===== config.mk =====
export PLATFORM = sky130hd
export DESIGN_NAME = mux_scan_ctrl
export DESIGN_NICKNAME = d
export VERILOG_FILES = /design/src/rtl/mux_scan_ctrl.sv
export SDC_FILE = /design/constraint.sdc
export NUM_CORES = 1
export LEC_CHECK = 0
export ABC_AREA = 1
export BUFFER_PORTS_ARGS = -buffer_cell sky130_fd_sc_hd__buf_2
export CORE_ASPECT_RATIO = 1.2
export CORE_UTILIZATION = 30
export CTS_BUF_LIST = sky130_fd_sc_hd__clkbuf_16
export CTS_CLUSTER_SIZE = 8
export DETAILED_ROUTE_END_ITERATION = 12
export GPL_TIMING_DRIVEN = 1
export PLACE_DENSITY = 0.53
export SLEW_MARGIN = 20
export SYNTH_ARGS = -nofsm -noshare
export SYNTH_HDL_FRONTEND = slang
export SYNTH_SLANG_ARGS = --single-unit

===== constraint.sdc =====
create_clock -name i_clk -period 1.3 [get_ports i_clk]
set_input_delay 0.065 -clock i_clk [delete_from_list [all_inputs] [get_ports i_clk]]
set_output_delay 0.065 -clock i_clk [all_outputs]
set_load 0.05 [all_outputs]

===== src/rtl/mux_scan_ctrl.sv =====
// mux_scan_ctrl: scans a dual 4:1 mux channel by channel and hands the captured words to a consumer
module mux_scan_ctrl #(
    parameter int SETTLE = 2
) (
    input  logic       i_clk,
    input  logic       i_rst,
    input  logic       i_start,
    input  logic       i_cont,
    input  logic       i_1Y,
    input  logic       i_2Y,
    input  logic       i_ready,
    output logic       o_B,
    output logic       o_A,
    output logic       o_1G,
    output logic       o_2G,
    output logic [3:0] o_1D,
    output logic [3:0] o_2D,
    output logic       o_valid,
    output logic       o_busy
);
    typedef enum logic [1:0] {ST_IDLE, ST_SETTLE, ST_SAMPLE, ST_HOLD} state_t;
    localparam logic [3:0] CNT_LAST = 4'(SETTLE - 1);
    state_t state_q, state_d;
    logic [1:0] sel_q, sel_d;
    logic [3:0] cnt_q, cnt_d;
    logic [3:0] sh1_q, sh1_d, sh2_q, sh2_d;
    logic [3:0] d1_q, d1_d, d2_q, d2_d;
    logic valid_q, valid_d;
    logic busy_q, busy_d;
    logic [1:0] ba_q, ba_d;
    logic g_q, g_d;
    logic scanning_d;
    // next-state logic; outputs are derived from the next state so they come straight out of flops
    always_comb begin
        state_d = state_q;
        sel_d = sel_q;
        cnt_d = cnt_q;
        sh1_d = sh1_q;
        sh2_d = sh2_q;
        d1_d = d1_q;
        d2_d = d2_q;
        valid_d = valid_q;
        case (state_q)
            ST_IDLE: if (i_start) begin
                state_d = ST_SETTLE;
                sel_d = 2'd0;
                cnt_d = 4'd0;
            end
            ST_SETTLE: begin
                state_d = (cnt_q == CNT_LAST) ? ST_SAMPLE : ST_SETTLE;
                cnt_d = (cnt_q == CNT_LAST) ? cnt_q : cnt_q + 4'd1;
            end
            ST_SAMPLE: begin
                sh1_d[sel_q] = i_1Y;
                sh2_d[sel_q] = i_2Y;
                if (sel_q == 2'd3) begin
                    state_d = ST_HOLD;
                    d1_d = sh1_d;
                    d2_d = sh2_d;
                    valid_d = 1'b1;
                end else begin
                    state_d = ST_SETTLE;
                    sel_d = sel_q + 2'd1;
                    cnt_d = 4'd0;
                end
            end
            default: if (i_ready) begin
                valid_d = 1'b0;
                state_d = i_cont ? ST_SETTLE : ST_IDLE;
                sel_d = 2'd0;
                cnt_d = 4'd0;
            end
        endcase
        scanning_d = (state_d == ST_SETTLE) || (state_d == ST_SAMPLE);
        ba_d = scanning_d ? sel_d : 2'b00;
        g_d = !scanning_d;
        busy_d = (state_d != ST_IDLE);
    end
    // state and registered outputs, reset overrides everything including a scan in flight
    always_ff @(posedge i_clk) begin
        if (i_rst) begin
            state_q <= ST_IDLE;
            sel_q <= 2'd0;
            cnt_q <= 4'd0;
            sh1_q <= 4'h0;
            sh2_q <= 4'h0;
            d1_q <= 4'h0;
            d2_q <= 4'h0;
            valid_q <= 1'b0;
            busy_q <= 1'b0;
            ba_q <= 2'b00;
            g_q <= 1'b1;
        end else begin
            state_q <= state_d;
            sel_q <= sel_d;
            cnt_q <= cnt_d;
            sh1_q <= sh1_d;
            sh2_q <= sh2_d;
            d1_q <= d1_d;
            d2_q <= d2_d;
            valid_q <= valid_d;
            busy_q <= busy_d;
            ba_q <= ba_d;
            g_q <= g_d;
        end
    end
    assign {o_B, o_A} = ba_q;
    assign o_1G = g_q;
    assign o_2G = g_q;
    assign o_1D = d1_q;
    assign o_2D = d2_q;
    assign o_valid = valid_q;
    assign o_busy = busy_q;
endmodule


### Yosys cells after proc, flatten, opt, wreduce, memory -nomap -nowiden

Index checks and enable logic that the tools add are counted.

* $add $sub $neg: 2
* equal/unequal tests: 10
* reductions and logical operators: 12
* bitwise operators: 2
* order comparisons: 2
* muxes and demuxes: 22

Operators with widths (number)
* 2-to-1 mux 4 bit: 4
* 2-to-1 mux 2 bit: 7
* one-hot mux 2 bit (3 select lines): 2
* one-hot mux 4 bit (3 select lines): 1
* bitwise mux 4 bit: 2
* inequality test 2 bit, second input constant: 4
* equality test 2 bit, second input constant: 3
* adder 4 x 1 -> 4 bit, second input constant: 1
* equality test 2 x 1 -> 1 bit, second input constant: 2
* equality test 4 x 1 -> 1 bit, second input constant: 1
* 2-to-1 mux 1 bit: 4
* AND reduction 4 bit: 1
* nonzero test 2 bit: 2
* nonzero test 4 bit: 1
* OR reduction 2 bit: 2
* less-than comparator 2 x 3 -> 1 bit, second input constant: 1
* AND reduction 3 bit: 1
* adder 2 x 1 -> 2 bit, second input constant: 1
* demux 1 bit (select 2 bit): 1
* >= comparator 2 x 1 -> 1 bit, second input constant: 1
* logical NOT 2 bit: 1
* NOT 1 bit: 2
* one-hot mux 1 bit (2 select lines): 1
* AND reduction 2 bit: 1
* 3 further kinds: 3

* logic and storage cells: 61
* output and inout bits: 14
* input port bits: 7
* bits in registers: 29

### Longest topological paths before layout

Gate-level depths: netlist of run 1.

* depth after elaboration: 7
* depth in mapped cells: 10
* depth with buffers taken out: 10

### Least setup slack after synthesis of run 1

OpenSTA, ideal clock, no wires.

* path kind: register to register
* start point: register cnt_q[1]
* end point: register ba_q[1]
* cell stages (with the launch flop): 11
* path slack: -0.115 ns
* arrival time: 1.298 ns
* clock period less this slack: 1.415 ns
* path buffers: 0
* setup time: 0.117 ns
* required time: 1.183 ns
* path through: dfxtp_1 > inv_1 > ha_1 > nand2_1 > nor2_1 > nor2_2 > inv_1 > nor2_1 > ha_1 > nand2_1 > nor2_1

* longest elaborated chain between the ends: 7
* elaborated cells on any way between the ends: 8
* classes of those cells: eq/ne (3); mux (2); bitwise (1); reduce/logical (2)

Ends and longest elaborated chain
* from (decl): RTL line 25 `logic [3:0] cnt_q, cnt_d;`
* from (signal assigned): RTL line 96 `cnt_q <= cnt_d;`
* equality test 4 x 1 -> 1 bit (*): RTL line 50 `state_d = (cnt_q == CNT_LAST) ? ST_SAMPLE : ST_SETTLE;`
* 2-to-1 mux 2 bit (*): RTL line 50
* one-hot mux 2 bit (3 select lines) (*): RTL line 43 `case (state_q)`
* equality test 2 x 1 -> 1 bit / equality test 2 bit (equally long branches): RTL line 74 `scanning_d = (state_d == ST_SETTLE) || (state_d == ST_SAMPLE);`
* logical OR 1 bit (*): RTL line 74
* NOT 1 bit (no source line) (*)
* OR reduction 2 bit (no source line) (*)
* to (signal assigned): RTL line 91 `ba_q <= 2'b00;`
* to (signal assigned): RTL line 103 `ba_q <= ba_d;`
* to (decl): RTL line 30 `logic [1:0] ba_q, ba_d;`

Mark *: on every way between the ends. The rest lies on a longest branch, timed or not.
A chain may end at the register's enable or synchronous reset.

### Final worst setup path of run 1

* start point: register cnt_q[1]
* end point: register state_q[1]

* longest elaborated chain between the ends: 3

Ends and longest elaborated chain
* equality test 4 x 1 -> 1 bit: RTL line 50
* 2-to-1 mux 2 bit: RTL line 50
* one-hot mux 2 bit (3 select lines): RTL line 43
* to (signal assigned): RTL line 94 `state_q <= state_d;`
* to (decl): RTL line 23 `state_t state_q, state_d;`

Every way passes these cells.

==> reports/results.md, run 1 <==
| Result | Reported |
|---|---|
| Sum of overflow across all layers after global routing | 0 |
| Cell at the root of the clock tree | sky130_fd_sc_hd__clkbuf_16 |
| Count of buffers inserted at the top-level ports | 20 |
| Net switching power of the design | 0.4118 mW |
| H-tree lvl count | 1 |
| Proportion of synthesized chip area in sequential cells | 44.26% |
| Chip Width | 60.24 um |
| Portion of total power attributed to the clock network | 39.4% |
| Avg WL per Cell | 9.985 um |
| Violated checks | negative setup slack |
| Vias in the first global route | 1126 |
| Startpoint Class | flip-flop |
| Nets | 230 |
| Final GP Congestion | 0.7997 |
| Worst EP arrival | 1.58 ns |
| Post-Synth Simple-Gate Area | 23.57% |
| Hold_sp | i_2Y |
| Unrepaired setup endpoints after global routing | true |
| CTS clock-pin slew for the worst setup and hold paths | 0.07 ns |
| Required time of the critical path | 1.45 ns |
| Final HPWL from detailed placement | 1973 um |
| DRC violation count after routing | 0 |
| Total die area | 4331 um^2 |
| Antenna violation net count after detailed routing | 0 |
| Cells taking the most area after synthesis | sky130_fd_sc_hd__dfxtp_1 44%, sky130_fd_sc_hd__o21ai_0 10%, sky130_fd_sc_hd__inv_1 9.5% |
| Combined area of all synthesized cells | 1221 um^2 |
| Dominant combinational cell family by area after synthesis | simple AND/OR/NAND/NOR gates |
| Final setup fails | 4 |
| Portion of netlist area occupied by mux cells | 0% |
| Worst R2R Setup Slack | -0.13 ns |
| CTS hold repair buffers | 0 |
| XOR/XNOR share of the synthesized area | 0% |
| Clock Path Buffers | 2 |
| Number of synthesized register bits | 27 |
| Max Cap Violations | 0 |
| Number of different library cells in the post-synthesis netlist | 19 |
| Total length of routed wires | 2726 um |
| Effective utilization at floorplan | 31.23% |
| Result of the run | complete, but fails checks |
| Setup tns final | -0.2907 ns |
| Worst setup margin | -0.1311 ns |
| Total power | 1.740 mW |
| Clock buffers created by TritonCTS | 3 |
| Global Route Usage Sum | 14.18% |
| Syn Nets | 186 |
| Leak | 0.8159 nW |
| Slew margin rel. | 69.46% |
| Synthesized-area fraction occupied by ao, oa, aoi and oai cells | 17.01% |
| Wire length of the first global-routing pass | 4712 um |
| Logic gate share of total power | 11.7% |
| Iteration-0 DRC count of the detailed router | 22 |
| Worst hold path type | in2reg |
| Maximum vdd ir drop | 557.0 uV |
| Ports | 21 |
| Drt pass-1 iters | 4 |
| Min Clock Period, post-route | 1.431 ns |
| Part of the power in registers | 48.9% |
| Endpoints failing hold | 0 |
| Count of vias placed by the detailed router | 1181 |
| Antenna violations before repair | 0 |
| Transition time at the pin with the least slew margin | 0.4576 ns |
| Post-synth top area cell | sky130_fd_sc_hd__dfxtp_1 |
| Worst reg-to-reg path cell count | 11 |
| Number of cells on the worst hold path | 3 |
| Clock skew | 0.005650 ns |
| Number of antenna diodes | 0 |
| Reg-to-reg critical path startpoint | cnt_q[1] |
| Post-DR vias/cell | 4.326 |
| Critical-path maximum fanout | 2 |
| Switching part of the total power | 23.67% |
| Post-Syn Area per Cell | 6.938 um^2 |
| Number of standard-cell rows in the floorplan | 25 |
| Area share of the leading cell type in the synthesized netlist | 44.26% |
| Count of synthesis-stage warnings from yosys | 0 |
| Gate Count Post-Synth | 176 |
| Number of clock sinks | 27 |
| Internal power component | 1.328 mW |
| Area added between synthesis and finish | 38.22% |
| Maximum number of pins on one net before global-route repair | 16 |
| Synthesized-area fraction occupied by adder cells | 3.074% |
| Pwr per Cell Area | 1031 nW/um^2 |
| Post-route fraction of the period consumed by the critical path | 110.1% |
| Type of the worst setup path | reg2reg |
| TritonCTS clock tree | yes |
| Fraction of layout cells with a size suffix above 1 | 31.51% |
| Placeable core area | 3910 um^2 |
| Endpoint of the worst-slack reg-to-reg timing path | state_q[1] |
| Worst-skew pair later-pin latency | 0.26 ns |
| Worst Hold Endpoint | o_2D[3] |
| Worst setup EP type | flip-flop |
| Height of the die | 71.89 um |
| Maximum clock frequency | 698.8 MHz |
| Pins over their slew limit | 0 |
state kept, by name (all words and copies together), names as in the netlist:
signal / count
cnt_q: 4
o_1D: 4
o_2D: 4
sh1_q: 3
sh2_q: 3
ba_q: 2
sel_q: 2
state_q: 2
o_1G: 1
o_busy: 1
o_valid: 1
cell families (layout without fill, tap and decap cells):
group	after synthesis	in the layout
AO/OA/AOI/OAI	41	41
adder cells (fa/ha/maj)	3	3
buffers and inverters	37	80
flip-flops	27	27
AND/OR/NAND/NOR	68	68
cell type report:
| type | count | area (um^2) |
|---|---|---|
| multi-input combinational | 112 | 589.3 |
| fill | 420 | 2222 |
| tap | 54 | 67.56 |
| sequential | 27 | 548.0 |
| timing repair buffer | 44 | 284.0 |
| clock inverter | 1 | 3.754 |
| inverter | 32 | 120.1 |
| clock buffer | 3 | 75.07 |
worst max path at each step:
stage	depth (start not counted)	end	slack, ns	start
4_1_cts	10	ba_q[1]	-0.05	cnt_q[1]
6_report	11	state_q[1]	-0.13	cnt_q[1]
5_1_grt	11	state_q[1]	-0.21	cnt_q[1]
3_3_place_gp	10	ba_q[1]	-0.08	cnt_q[1]
2_1_floorplan	10	ba_q[1]	-0.08	cnt_q[1]
3_5_place_dp	10	ba_q[1]	-0.1	cnt_q[1]
power by group through the flow:
stage               Clock, mW  Combinational (mW)  Sequential [mW]
floorplan                   0              0.0947            0.898
global placement            0               0.187            0.871
detailed placement          0               0.185            0.871
CTS                     0.712               0.191            0.851
global route            0.739               0.226            0.853
finish                  0.686               0.203            0.851
repair_timing:
item | 4_1_cts | 5_1_grt
pin swaps | 6 | 7
endpoints found under the setup margin | 4 | 16
gates resized for setup | 6 | 15
setup buffers | 2 | 2
placed cells by master (no fill, tap or decap), drive strengths merged:
cell,synthesis,final
inv,32,33
nor2,29,29
nand2,29,29
o21ai,26,26
clkbuf,2,3
a21oi,14,14
ha,3,3
nor3,1,1
nand3,9,9
dfxtp,27,27
o211ai,1,1
buf,3,44
synth_stat cells:
cell	n
sky130_fd_sc_hd__a21oi_1	14
sky130_fd_sc_hd__buf_2	1
sky130_fd_sc_hd__buf_4	2
sky130_fd_sc_hd__clkbuf_1	2
sky130_fd_sc_hd__dfxtp_1	27
sky130_fd_sc_hd__ha_1	3
sky130_fd_sc_hd__inv_1	31
sky130_fd_sc_hd__inv_2	1
sky130_fd_sc_hd__nand2_1	27
sky130_fd_sc_hd__nand2_2	2
sky130_fd_sc_hd__nand3_1	8
sky130_fd_sc_hd__nand3_2	1
sky130_fd_sc_hd__nor2_1	27
sky130_fd_sc_hd__nor2_2	1
sky130_fd_sc_hd__nor2_4	1
sky130_fd_sc_hd__nor3_1	1
sky130_fd_sc_hd__o211ai_1	1
sky130_fd_sc_hd__o21ai_0	25
sky130_fd_sc_hd__o21ai_1	1
worst max-delay path: stages, from the launching register on:
cell	delay (ns)
sky130_fd_sc_hd__dfxtp_2	0.33
sky130_fd_sc_hd__inv_2	0.04
sky130_fd_sc_hd__ha_4	0.16
sky130_fd_sc_hd__nand2_4	0.06
sky130_fd_sc_hd__nor2_4	0.04
sky130_fd_sc_hd__nor2_4	0.11
sky130_fd_sc_hd__inv_2	0.05
sky130_fd_sc_hd__buf_4	0.12
sky130_fd_sc_hd__buf_4	0.12
sky130_fd_sc_hd__buf_4	0.12
sky130_fd_sc_hd__o21ai_2	0.12
sky130_fd_sc_hd__inv_1	0.04
stage by stage:
stage	cells	instance area (um^2)	hold WS (ns)	util, %	setup slack (ns)
2_1_floorplan	176	1240	0.2212	-	-0.07908
3_3_place_gp	265	1530	0.3706	39.14	-0.07661
3_5_place_dp	265	1530	0.3683	39.14	-0.09522
4_1_cts	271	1632	0.1008	41.73	-0.04956
5_1_grt	273	1688	0.1311	43.17	-0.2099
6_report	273	1688	0.09540	43.17	-0.1311
per-layer routing:
metal  vias up  track usage [%]  wire length, um
li1        635                -                -
met1       526            17.58             1336
met2        16            24.18             1271
met3         4            1.604               75
met4         0            6.202               42
met5         -                0                0
Power figures use the tool's default switching activity.
==> run 2: changes to the inputs <==
--- a/config.mk
+++ b/config.mk
@@ -13,7 +13,6 @@
 export CTS_CLUSTER_SIZE = 8
 export DETAILED_ROUTE_END_ITERATION = 12
 export GPL_TIMING_DRIVEN = 1
-export PLACE_DENSITY = 0.53
 export SLEW_MARGIN = 20
 export SYNTH_ARGS = -nofsm -noshare
 export SYNTH_HDL_FRONTEND = slang
==> run 2 against run 1 <==
The run still ends with negative setup slack left. Critical path depth stayed put. Sequential power hardly changed. Final area is 2.8% higher. Via count is 3.5% higher. Final cell count is 1.8% higher. Die area stayed put. Clock-buffer cell count stayed put. Worst hold slack better by 0.011 ns. Worst setup slack better by 0.017 ns. Register-to-register slack better by 0.02 ns. Largest cell class unchanged. Highest routed layer unchanged.
==> reports/results.md, run 2 (same netlist as run 1, synthesis figures left out) <==
| Result | Reported |
|---|---|
| Sum of overflow across all layers after global routing | 0 |
| Number of antenna diodes | 0 |
| Worst EP arrival | 1.58 ns |
| Unrepaired setup endpoints after global routing | true |
| Worst hold path type | in2reg |
| Final GP Congestion | 0.7770 |
| Worst R2R Setup Slack | -0.11 ns |
| Post-DR vias/cell | 4.396 |
| Transition time at the pin with the least slew margin | 0.4556 ns |
| Standard cell area after detailed placement | 1538 um^2 |
| Most frequent cells in the layout | 29 x sky130_fd_sc_hd__inv_1, 28 x sky130_fd_sc_hd__buf_4, 25 x sky130_fd_sc_hd__nand2_1 |
| Endpoints failing hold | 0 |
| Worst setup EP type | flip-flop |
| Total power | 1.761 mW |
| Maximum number of pins on one net before global-route repair | 17 |
| Required time of the critical path | 1.46 ns |
| Effective utilization at floorplan | 31.23% |
| Maximum vdd ir drop | 717.5 uV |
| Total length of routed wires | 2859 um |
| Worst-skew pair later-pin latency | 0.26 ns |
| Wire length of the first global-routing pass | 4761 um |
| Leading cell type in the layout, fill and taps excluded | sky130_fd_sc_hd__inv_1 |
| Number of clock sinks | 27 |
| CTS clock-pin slew for the worst setup and hold paths | 0.07 ns |
| Violated checks | negative setup slack |
| Leak | 0.8391 nW |
| Vias in the first global route | 1124 |
| Type of the worst setup path | reg2reg |
| Antenna violation net count after detailed routing | 0 |
| Nets | 235 |
| Cell at the root of the clock tree | sky130_fd_sc_hd__clkbuf_16 |
| Global Route Usage Sum | 14.33% |
| Fraction of layout cells with a size suffix above 1 | 33.93% |
| Total non-filler cell area in the finished layout | 1735 um^2 |
| Count of vias placed by the detailed router | 1222 |
| Clock skew | 0.006400 ns |
| Worst slack at placement | -0.1030 ns |
| Placeable core area | 3910 um^2 |
| Clock Path Buffers | 2 |
| Utilization after layout | 44.38% |
| Final setup fails | 6 |
| Post-route fraction of the period consumed by the critical path | 108.8% |
| Total die area | 4331 um^2 |
| Area added between synthesis and finish | 42.11% |
| DRC violation count after routing | 0 |
| Iteration-0 DRC count of the detailed router | 33 |
| Worst setup margin | -0.1143 ns |
| Number of fillers in the final layout | 399 |
| Number of standard-cell rows in the floorplan | 25 |
| Startpoint Class | flip-flop |
| Clock buffers created by TritonCTS | 3 |
| Antenna violations before repair | 0 |
| Height of the die | 71.89 um |
| H-tree lvl count | 1 |
| Pwr per Cell Area | 1015 nW/um^2 |
| Avg WL per Cell | 10.28 um |
| Count of buffers inserted at the top-level ports | 20 |
| Max Cap Violations | 0 |
| Result of the run | complete, but fails checks |
| Maximum clock frequency | 707.1 MHz |
| Drt pass-1 iters | 4 |
| Chip Width | 60.24 um |
| Slew margin rel. | 69.59% |
| Ports | 21 |
| Final HPWL from detailed placement | 1997 um |
| Tightest hold margin | 0.1062 ns |
| Min Clock Period, post-route | 1.414 ns |
| TritonCTS clock tree | yes |
| Critical-path maximum fanout | 2 |
| Pins over their slew limit | 0 |
## run 2: stage by stage
| stage | cells | TNS (ns) |
|---|---|---|
| global route | 278 | -1.446 |
| finish | 278 | -0.4211 |
| global placement | 266 | -0.1763 |
| floorplan | 176 | -0.1559 |
| CTS | 272 | -0.06696 |
| detailed placement | 266 | -0.2463 |
## run 2: what timing repair did
action,4_1_cts,5_1_grt
setup buffers,2,6
pin swaps,5,9
endpoints found under the setup margin,7,15
resized for setup,4,15
hold buffers,0,0
## run 2: routing by layer
layer | global-route usage [%] | share of wire, %
met1 | 18.18 | 48
met2 | 23.69 | 47
met3 | 3.030 | 3.1
met4 | 4.910 | 1.2
met5 | 0 | 0
## run 2: power breakdown
part           internal, mW  total [mW]  leakage, nW  switching [mW]
combinational        0.0763       0.206        0.582           0.130
sequential            0.842       0.852        0.220          0.0105
clock                 0.418       0.703       0.0371           0.285
total                  1.34        1.76        0.839           0.426
## run 2: final timing paths
path                 start    endpoint  cells past startpoint
setup / recovery  cnt_q[1]  state_q[1]                     11
hold / removal        i_1Y     o_1D[3]                      3
setup reg to reg  cnt_q[1]  state_q[1]                     11
hold reg to reg    o_1D[3]     o_1D[3]                      2
## run 2: area by class of cell
class                   instances  area (um^2)  area share, %
flip-flops and latches         27        548.0          31.58
multi-input cells             112        595.6          34.32
clock buffers                   3        75.07          4.326
repair buffers                 49        321.6          18.53
clock inverters                 1        7.507         0.4326
inverters                      32        120.1          6.921
well taps                      54        67.56          3.893
## run 2: critical path, stage by stage (launching register included)
cell and delay [ns]:
sky130_fd_sc_hd__dfxtp_2 0.34, sky130_fd_sc_hd__inv_2 0.04, sky130_fd_sc_hd__ha_4 0.16, sky130_fd_sc_hd__nand2_4 0.06, sky130_fd_sc_hd__nor2_4 0.04, sky130_fd_sc_hd__nor2_4 0.11, sky130_fd_sc_hd__inv_2 0.05, sky130_fd_sc_hd__buf_4 0.12
sky130_fd_sc_hd__buf_4 0.12, sky130_fd_sc_hd__buf_4 0.12, sky130_fd_sc_hd__o21ai_2 0.12, sky130_fd_sc_hd__inv_1 0.04
